===== src/rtl/lifo_ctrl_pkg.sv =====
// ---------------------------------------------------------------------------
// lifo_ctrl_pkg
// Shared types and helpers for the LIFO stack controller.
//   lifo_ctrl_state_t : sequencer states IDLE -> ISSUE -> ACK
//   OP_PUSH / OP_POP  : encoding of the per-requester operation bit
//   cnt_width()       : bit width needed to hold an occupancy of 0..depth
// ---------------------------------------------------------------------------
package lifo_ctrl_pkg;

    typedef enum logic [1:0] {
        IDLE  = 2'd0,
        ISSUE = 2'd1,
        ACK   = 2'd2
    } lifo_ctrl_state_t;

    localparam logic OP_PUSH = 1'b1;
    localparam logic OP_POP  = 1'b0;

    // Occupancy runs 0..depth inclusive, hence depth+1 distinct values.
    function automatic int cnt_width(input int depth);
        return $clog2(depth + 1);
    endfunction

endpackage


===== src/rtl/lifo_ctrl_rr_arbiter.sv =====
// ---------------------------------------------------------------------------
// rr_arbiter
// Purely combinational round-robin arbiter producing a one-hot grant.
// The search starts at the requester after i_ptr and wraps at NREQ, so the
// requester served last has the lowest priority next time.
// Ports:
//   i_req  [NREQ-1:0] : request vector
//   i_ptr  [PW-1:0]   : index of the most recently granted requester
//   o_gnt  [NREQ-1:0] : one-hot grant, all zero when no request is pending
// ---------------------------------------------------------------------------
module rr_arbiter #(
    parameter int NREQ = 2,
    parameter int PW   = (NREQ > 1) ? $clog2(NREQ) : 1
) (
    input  logic [NREQ-1:0] i_req,
    input  logic [PW-1:0]   i_ptr,
    output logic [NREQ-1:0] o_gnt
);

    int   w_idx;
    logic w_found;

    // Walk the requesters in priority order starting just after the pointer;
    // the first one found wins.
    always_comb begin
        o_gnt   = '0;
        w_found = 1'b0;
        w_idx   = 0;
        for (int k = 1; k <= NREQ; k++) begin
            w_idx = int'(i_ptr) + k;
            if (w_idx >= NREQ) begin
                w_idx = w_idx - NREQ;
            end
            if (!w_found && i_req[w_idx[PW-1:0]]) begin
                o_gnt[w_idx[PW-1:0]] = 1'b1;
                w_found              = 1'b1;
            end
        end
    end

endmodule


===== src/rtl/lifo_ctrl.sv =====
// ---------------------------------------------------------------------------
// lifo_ctrl
// Shares one latch-based LIFO stack between NREQ requesters. One push/pop is
// served at a time, chosen round-robin. The controller keeps its own
// occupancy count because the stack's full flag is data-dependent.
// Optional feature macro: LIFO_CTRL_ERRCNT_EN adds a saturating 8-bit count
// of rejected operations on port err_cnt.
// Ports:
//   clk, rst            : clock and asynchronous active-high reset
//   req/req_psh/req_wdata : per-requester request, op (1=push) and push data
//   ack, err            : one-cycle completion pulse and reject flag
//   rdata               : last successfully popped word
//   count, empty, full  : occupancy and its derived flags
//   stk_psh/stk_pll/stk_din : strobes and data into the stack
//   stk_dout            : stack top, valid while stk_pll is high
//   err_cnt             : rejected-op counter (only with LIFO_CTRL_ERRCNT_EN)
// ---------------------------------------------------------------------------
module lifo_ctrl
    import lifo_ctrl_pkg::*;
#(
    parameter int WIDTH = 8,
    parameter int DEPTH = 8,
    parameter int NREQ  = 2
) (
    input  logic                         clk,
    input  logic                         rst,
    input  logic [NREQ-1:0]              req,
    input  logic [NREQ-1:0]              req_psh,
    input  logic [NREQ*WIDTH-1:0]        req_wdata,
    output logic [NREQ-1:0]              ack,
    output logic                         err,
    output logic [WIDTH-1:0]             rdata,
    output logic [cnt_width(DEPTH)-1:0]  count,
    output logic                         empty,
    output logic                         full,
    output logic                         stk_psh,
    output logic                         stk_pll,
    output logic [WIDTH-1:0]             stk_din,
    input  logic [WIDTH-1:0]             stk_dout
`ifdef LIFO_CTRL_ERRCNT_EN
    ,
    output logic [7:0]                   err_cnt
`endif
);

    localparam int CW = cnt_width(DEPTH);
    localparam int PW = (NREQ > 1) ? $clog2(NREQ) : 1;

    lifo_ctrl_state_t r_state;
    lifo_ctrl_state_t w_next_state;

    logic [CW-1:0]    r_count;
    logic [PW-1:0]    r_ptr;
    logic [NREQ-1:0]  r_gnt;
    logic             r_op;
    logic [WIDTH-1:0] r_wdata;
    logic             r_err;
    logic [WIDTH-1:0] r_rdata;

    logic [NREQ-1:0]  w_gnt;
    logic [PW-1:0]    w_sel_idx;
    logic             w_sel_op;
    logic [WIDTH-1:0] w_sel_data;
    logic             w_push_ok;
    logic             w_pop_ok;

    rr_arbiter #(
        .NREQ (NREQ),
        .PW   (PW)
    ) u_arb (
        .i_req (req),
        .i_ptr (r_ptr),
        .o_gnt (w_gnt)
    );

    // Turn the one-hot grant into an index and pick that requester's op/data.
    always_comb begin
        w_sel_idx  = '0;
        w_sel_op   = OP_POP;
        w_sel_data = '0;
        for (int i = 0; i < NREQ; i++) begin
            if (w_gnt[i]) begin
                w_sel_idx  = PW'(i);
                w_sel_op   = req_psh[i];
                w_sel_data = req_wdata[i*WIDTH +: WIDTH];
            end
        end
    end

    // Legality is judged against our own count, never the stack's flag.
    assign w_push_ok = (r_op == OP_PUSH) && (r_count != CW'(DEPTH));
    assign w_pop_ok  = (r_op == OP_POP)  && (r_count != '0);

    // State register.
    always_ff @(posedge clk or posedge rst) begin
        if (rst) begin
            r_state <= IDLE;
        end else begin
            r_state <= w_next_state;
        end
    end

    // Next-state logic: one op takes exactly three cycles.
    always_comb begin
        w_next_state = r_state;
        case (r_state)
            IDLE:    if (|req) w_next_state = ISSUE;
            ISSUE:   w_next_state = ACK;
            ACK:     w_next_state = IDLE;
            default: w_next_state = IDLE;
        endcase
    end

    // Outputs decoded from state only, so an async reset clears them at once.
    always_comb begin
        ack     = '0;
        err     = 1'b0;
        stk_psh = 1'b0;
        stk_pll = 1'b0;
        stk_din = '0;
        case (r_state)
            ISSUE: begin
                stk_psh = w_push_ok;
                stk_pll = w_pop_ok;
                if (w_push_ok) begin
                    stk_din = r_wdata;
                end
            end
            ACK: begin
                ack = r_gnt;
                err = r_err;
            end
            default: ;
        endcase
    end

    // Grant capture in IDLE, occupancy/pop-data update in ISSUE.
    always_ff @(posedge clk or posedge rst) begin
        if (rst) begin
            r_count <= '0;
            r_ptr   <= PW'(NREQ - 1);
            r_gnt   <= '0;
            r_op    <= OP_POP;
            r_wdata <= '0;
            r_err   <= 1'b0;
            r_rdata <= '0;
        end else begin
            case (r_state)
                IDLE: begin
                    if (|req) begin
                        r_gnt   <= w_gnt;
                        r_op    <= w_sel_op;
                        r_wdata <= w_sel_data;
                        r_ptr   <= w_sel_idx;
                    end
                end
                ISSUE: begin
                    r_err <= !(w_push_ok || w_pop_ok);
                    if (w_push_ok) begin
                        r_count <= r_count + CW'(1);
                    end else if (w_pop_ok) begin
                        r_count <= r_count - CW'(1);
                        r_rdata <= stk_dout;
                    end
                end
                default: ;
            endcase
        end
    end

    assign rdata = r_rdata;
    assign count = r_count;
    assign empty = (r_count == '0);
    assign full  = (r_count == CW'(DEPTH));

`ifdef LIFO_CTRL_ERRCNT_EN
    logic [7:0] r_err_cnt;

    // Count every rejected op as it is acknowledged, sticking at 255.
    always_ff @(posedge clk or posedge rst) begin
        if (rst) begin
            r_err_cnt <= '0;
        end else if ((r_state == ACK) && r_err && (r_err_cnt != 8'hFF)) begin
            r_err_cnt <= r_err_cnt + 8'd1;
        end
    end

    assign err_cnt = r_err_cnt;
`else
    // Rejected ops are reported only through err; no counter is built.
`endif

endmodule


===== config.mk =====
export PLATFORM = sky130hd
export DESIGN_NAME = lifo_ctrl
export DESIGN_NICKNAME = d
export VERILOG_FILES = /design/src/rtl/lifo_ctrl_pkg.sv /design/src/rtl/lifo_ctrl_rr_arbiter.sv /design/src/rtl/lifo_ctrl.sv
export SDC_FILE = /design/constraint.sdc
export NUM_CORES = 1
export LEC_CHECK = 0
export ABC_CLOCK_PERIOD_IN_PS = 3050
export BUFFER_PORTS_ARGS = -buffer_cell sky130_fd_sc_hd__buf_2
export CAP_MARGIN = 10
export CORE_MARGIN = 3
export CORE_UTILIZATION = 40
export DETAILED_ROUTE_END_ITERATION = 10
export GPL_ROUTABILITY_DRIVEN = 1
export PLACE_DENSITY = 0.7
export SYNTH_ARGS = -nofsm -noshare
export SYNTH_HDL_FRONTEND = slang
export SYNTH_SLANG_ARGS = --single-unit

===== constraint.sdc =====
create_clock -name clk -period 3.05 [get_ports clk]
set_clock_uncertainty 0.1 [all_clocks]
set_input_delay 0 -clock clk [delete_from_list [all_inputs] [get_ports clk]]
set_output_delay 0 -clock clk [all_outputs]
set_load 0.02 [all_outputs]

# After elaboration in Yosys (flattened, before gate mapping)
# Index checks and enable logic that the tools add are counted.
dict set report classes {
  addsub 6
  mul 0
  div 0
  n_lt_le_gt_ge 6
  n_eq_ne 5
  n_shift 0
  mux 28
  bitwise_logic 3
  n_reduce_logical 16
}
# cell n
set op_table {}
lappend op_table {{2-to-1 mux 8 bit} 4}
lappend op_table {{2-to-1 mux 1 bit} 15}
lappend op_table {{2-to-1 mux 2 bit} 4}
lappend op_table {{2-to-1 mux 4 bit} 2}
lappend op_table {{logical AND 1 bit} 5}
lappend op_table {{adder 4 x 1 -> 4 bit, second input constant} 1}
lappend op_table {{== test 4 bit, second input constant} 1}
lappend op_table {{logical NOT 4 bit} 1}
lappend op_table {{less-than comparator 1 x 2 -> 1 bit, second input constant} 2}
lappend op_table {{inequality test 4 bit, second input constant} 1}
lappend op_table {{case mux 2 bit (2 select lines)} 1}
lappend op_table {{AND reduction 2 bit} 2}
lappend op_table {{nonzero test 4 bit} 1}
lappend op_table {{subtractor 4 x 1 -> 4 bit, second input constant} 1}
lappend op_table {{adder 1 x 2 -> 3 bit, second input constant} 1}
lappend op_table {{>= comparator 3 x 2 -> 1 bit, second input constant} 1}
lappend op_table {{AND reduction 3 bit} 1}
lappend op_table {{adder 1 x 1 -> 2 bit, second input constant} 1}
lappend op_table {{demux 1 bit (select 1 bit)} 2}
lappend op_table {{== test 2 x 1 -> 1 bit, second input constant} 1}
lappend op_table {{== test 2 bit, second input constant} 1}
lappend op_table {{>= comparator 1 bit, second input constant} 2}
lappend op_table {{>= comparator 2 bit, second input constant} 1}
lappend op_table {{logical NOT 1 bit} 2}
lappend op_table {{8 further kinds} 10}
dict set report totals {
  ff_bits 27
  latchBits 0
  ramBits 0
  rom_bits 0
  input_bits 30
  output_inout_bits 27
  wordCells 72
  n_memories 0
}

# Longest topological paths before layout
dict set report logic_depth {
  ltp_word 12
  ltp_mapped 8
  depth_no_buf 8
}

# By module
# A second synthesis with hierarchy kept.
dict set report unflattened {
  cells_unflattened 124
  hier_area_um2 1336.3
}
# module instances cells_each area_per_inst_um2 seq_area_each_um2
set modules_own_cells {}
lappend modules_own_cells {lifo_ctrl 1 121 1317.5 676.9}
lappend modules_own_cells {rr_arbiter 1 3 18.8 0.0}

# Least setup slack after synthesis
# No wires, ideal clock.
dict set report synth_timing {
  path_type {register to register}
  startpoint {register r_count[0], in the netlist count[0]}
  endpoint {register r_count[3], in the netlist count[3]}
  setup_time_ps 135
  t_arrival_ps 2355
  slack_ps 460
  path_stages_with_launch 9
  path_buffers 0
  path_cell_list {dfrtp_1 nor4b_2 and2b_1 inv_1 ha_1 a21o_1 a21oi_1 mux2i_1 xnor2_1}
}
dict set report synth_via {
  elab_chain_len 4
  word_cells_on_any_way 10
}
# item line
set synth_rtl {}
lappend synth_rtl {{start: declaration} lifo_ctrl.sv:52} ;# logic [CW-1:0] r_count;
lappend synth_rtl {{start signal: assignment} lifo_ctrl.sv:160} ;# r_count <= r_count + CW'(1);
lappend synth_rtl {{start signal: assignment} lifo_ctrl.sv:162} ;# r_count <= r_count - CW'(1);
lappend synth_rtl {{parallel branches: the longest is 4 deep, another holds subtractor 4 x 1 -> 4 bit} n/a}
# Several ways; the timed one is not identified. The select of a mux whose other input is x is not followed.
# A chain may end at the register's enable or synchronous reset.

# Worst setup path in the final report
dict set report layout_timing {
  startpoint {register r_state[0]}
  endpoint {register r_wdata[6]}
}
dict set report layout_via {
  elab_chain_len 2
}
# item line
set layout_rtl {}
lappend layout_rtl {{start: declaration} lifo_ctrl.sv:49} ;# lifo_ctrl_state_t r_state;
lappend layout_rtl {{start signal: assignment} lifo_ctrl.sv:99} ;# r_state <= w_next_state;
lappend layout_rtl {{logical NOT 2 bit} lifo_ctrl.sv:148} ;# case (r_state)
lappend layout_rtl {{AND reduction 2 bit (no line)} n/a}
lappend layout_rtl {{end signal: assignment} lifo_ctrl.sv:153} ;# r_wdata <= w_sel_data;
lappend layout_rtl {{end: declaration} lifo_ctrl.sv:56} ;# logic [WIDTH-1:0] r_wdata;
# No other way between the ends.

==> flow_metrics.env <==
export IMPL_diodes=0
export IMPL_worstSetupStartpointType="register"
export IMPL_path_buf_inv=4
export IMPL_synth_seq_area_share_pct=53.0
export IMPL_htreeDepth=1
export IMPL_hold_class="input port to register"
export IMPL_grt_ovfl_total=0
export IMPL_critPathMaxFanout=13
export IMPL_tritoncts="built"
export IMPL_setup_viol_count_final=0
export IMPL_initial_core_util_pct=44.0
export IMPL_drc=0
export IMPL_nets=228
export IMPL_ys_types=27
export IMPL_syn_avg_cell_area_sq_um=11.8
export IMPL_clk_pin_slew_ns=0.15
export IMPL_clock_sink_count=27
export IMPL_synth_top_cell_by_area="dfrtp_1"
export IMPL_synthesis_area_sq_um=1280
export IMPL_drv_cap=0
export IMPL_cts_made_buffers=3
export IMPL_endpoint_kind="register"
export IMPL_fmax_mhz=378
export IMPL_required_ns=3.19
export IMPL_fin_area_sq_um=1920
export IMPL_firstDrtPassIters=4
export IMPL_max_stage_delay_ns=0.61
export IMPL_power_density_nw_per_um2=994
export IMPL_clk_latency_ns=0.32
export IMPL_row_count=19
export IMPL_grt_max_degree=28
export IMPL_cts_buffer_depth=2
export IMPL_final_cells=236
export IMPL_wl_per_cell_um=13.8
export IMPL_yosys_warnings=0
export IMPL_dieArea_sq_um=3910
export IMPL_final_common_cell="buf_2"
export IMPL_grt_pass1_vias=1184
export IMPL_most_common_layout_cells="buf_2 (56), dlygate4sd3_1 (29), dfrtp_1 (26), inv_1 (15), and2_1 (11)"
export IMPL_status="finished clean"
export IMPL_grt_total_usage_pct=17.3
export IMPL_worst_slew_pin_slew_ns=1.00
export IMPL_fp_coreArea_sq_um=2900
export IMPL_place_gp_congestion=0.766
export IMPL_syn_num_nets=141
export IMPL_place_inst=203
export IMPL_fin_tns_setup_ns=0
export IMPL_grt_pass1_wl_um=5530
export IMPL_die_w_um=62.5
export IMPL_clock_root_buffer="clkbuf_4"
export IMPL_via_per_inst=4.90
export IMPL_num_fill_cells=249
export IMPL_synth_top_area_share_pct=50.9
export IMPL_hold_violations=0
export IMPL_drive_above_1_share_pct=37.6
export IMPL_syn_instance_count=108
export IMPL_vdd_drop_max_mv=0.519
export IMPL_antenna_left=0
export IMPL_antenna_found_initial=0
export IMPL_worstSetupPathType="register to register"
export IMPL_post_route_period_util_pct=86.7
export IMPL_vias=1157
export IMPL_post_dp_cell_area_sq_um=1600
export IMPL_die_height_um=62.5
export IMPL_postLayoutCoreUtil_pct=66.1
export IMPL_io_pins=57
export IMPL_drt_iter0_markers=49
export IMPL_place_detailed_hpwl_um=2120
export IMPL_crit_path_frequent_cell="dlygate4sd3_1"
export IMPL_rsz0062_at_grt="false"
export IMPL_hold_ws_ns=0.163
export IMPL_crit_arrival_ns=2.78
export IMPL_synthTopCellsByArea="dfrtp_1 (51%), a222oi_1 (7.1%), mux2_2 (7.1%)"
export IMPL_path_cells="nor2_1 > o21ai_0 > dlygate4sd3_1 > buf_4 > a222oi_1 > dlygate4sd3_1 > inv_1"
export IMPL_io_buffers=56
export IMPL_maxSlewViolCount=0
export IMPL_wl_um=3260
export IMPL_relSlewSlack_pct=33.0
export IMPL_ys_ff_latch=27
export IMPL_period_needed_ns=2.64
export IMPL_area_growth_pct=50.1
export IMPL_cp_top_family="buffers and inverters"
export IMPL_leakage_nw=1.01
export IMPL_post_cts_resized=0
export IMPL_critPathSlowestCell="dlygate4sd3_1"
## worst register-to-register path: stages (launching register included)
cell and delay (ns):
dfrtp_1 0.42, nor2_1 0.17, o21ai_0 0.12, dlygate4sd3_1 0.57, buf_4 0.19, a222oi_1 0.36, dlygate4sd3_1 0.61, inv_1 0.04
## sequential cells by signal (all words and copies together) (netlist names)
register,count
count,4
r_err,1
r_gnt,2
r_op,1
r_ptr,1
r_state,2
r_wdata,8
rdata,8
## stage by stage
stage,worst slack [ns],power (mW)
floorplan,0.460,1.35
global placement,0.827,1.57
detailed placement,0.707,1.62
CTS,0.472,1.91
global route,0.201,2.06
finish,0.406,1.91
## worst paths after layout
kind	start	end	slack, ns	cells past startpoint
worst max-delay path	r_state[0]	r_wdata[6]	0.41	7
worst min-delay path	req[0]	r_gnt[0]	0.16	3
worst max register to register	r_state[0]	r_wdata[6]	0.41	7
worst min register to register	r_err	r_err	0.40	2
max in group asynchronous	rst	count[3]	1.88	3
min in group asynchronous	rst	r_wdata[2]	0.35	3
## per-layer routing
layer,vias to the layer above,global-route usage [%],share of wire [%],routed length (um)
li1,549,-,-,-
met1,565,21.1,38,1240
met2,37,30.8,56,1820
met3,6,2.70,4.6,151
met4,0,6.06,1.3,42
met5,-,0,0,0
## where the power goes
group | switching, mW | internal (mW) | leakage (nW)
registers | 0.145 | 0.542 | 0.327
clock network | 0.102 | 0.0511 | 0.0150
logic | 0.542 | 0.524 | 0.663
total | 0.789 | 1.12 | 1.01
## timing repair
| item | 4_1_cts | 5_1_grt |
|---|---|---|
| hold buffers | 29 | 0 |
| buffers inserted | 0 | 0 |
| hold endpoints to repair | 44 | 0 |
## synthesized netlist by cell type (all sizes together)
cell type / instances
dfrtp: 26
inv: 15
and2: 11
a222oi: 9
mux2: 8
nand2: 5
a21o: 4
o21ai: 4
clkbuf: 3
and3: 2
ha: 2
nand2b: 2
xnor2: 2
xor2: 2
a21oi: 1
and2b: 1
buf: 1
dfstp: 1
fa: 1
mux2i: 1
nor2: 1
nor2b: 1
nor3: 1
nor3b: 1
nor4: 1
nor4b: 1
or4: 1
## cell type report
| class | count | area, sq um | area share (%) |
|---|---|---|---|
| inverter | 15 | 56.3 | 2.94 |
| clock buffer | 4 | 26.3 | 1.37 |
| timing repair buffer | 86 | 578 | 30.1 |
| tap | 42 | 52.6 | 2.74 |
| sequential | 27 | 677 | 35.3 |
| multi-input combinational | 62 | 528 | 27.5 |
## cells by family after synthesis
| group | after synthesis | synth area share [%] |
|---|---|---|
| AO/OA/AOI/OAI | 18 | 11.4 |
| XOR/XNOR | 4 | 2.74 |
| adder cells (fa/ha/maj) | 3 | 3.53 |
| buffers and inverters | 19 | 5.68 |
| flip-flops | 27 | 53.0 |
| multiplexers | 9 | 7.84 |
| AND/OR/NAND/NOR | 28 | 15.9 |
Power figures use the tool's default switching activity.
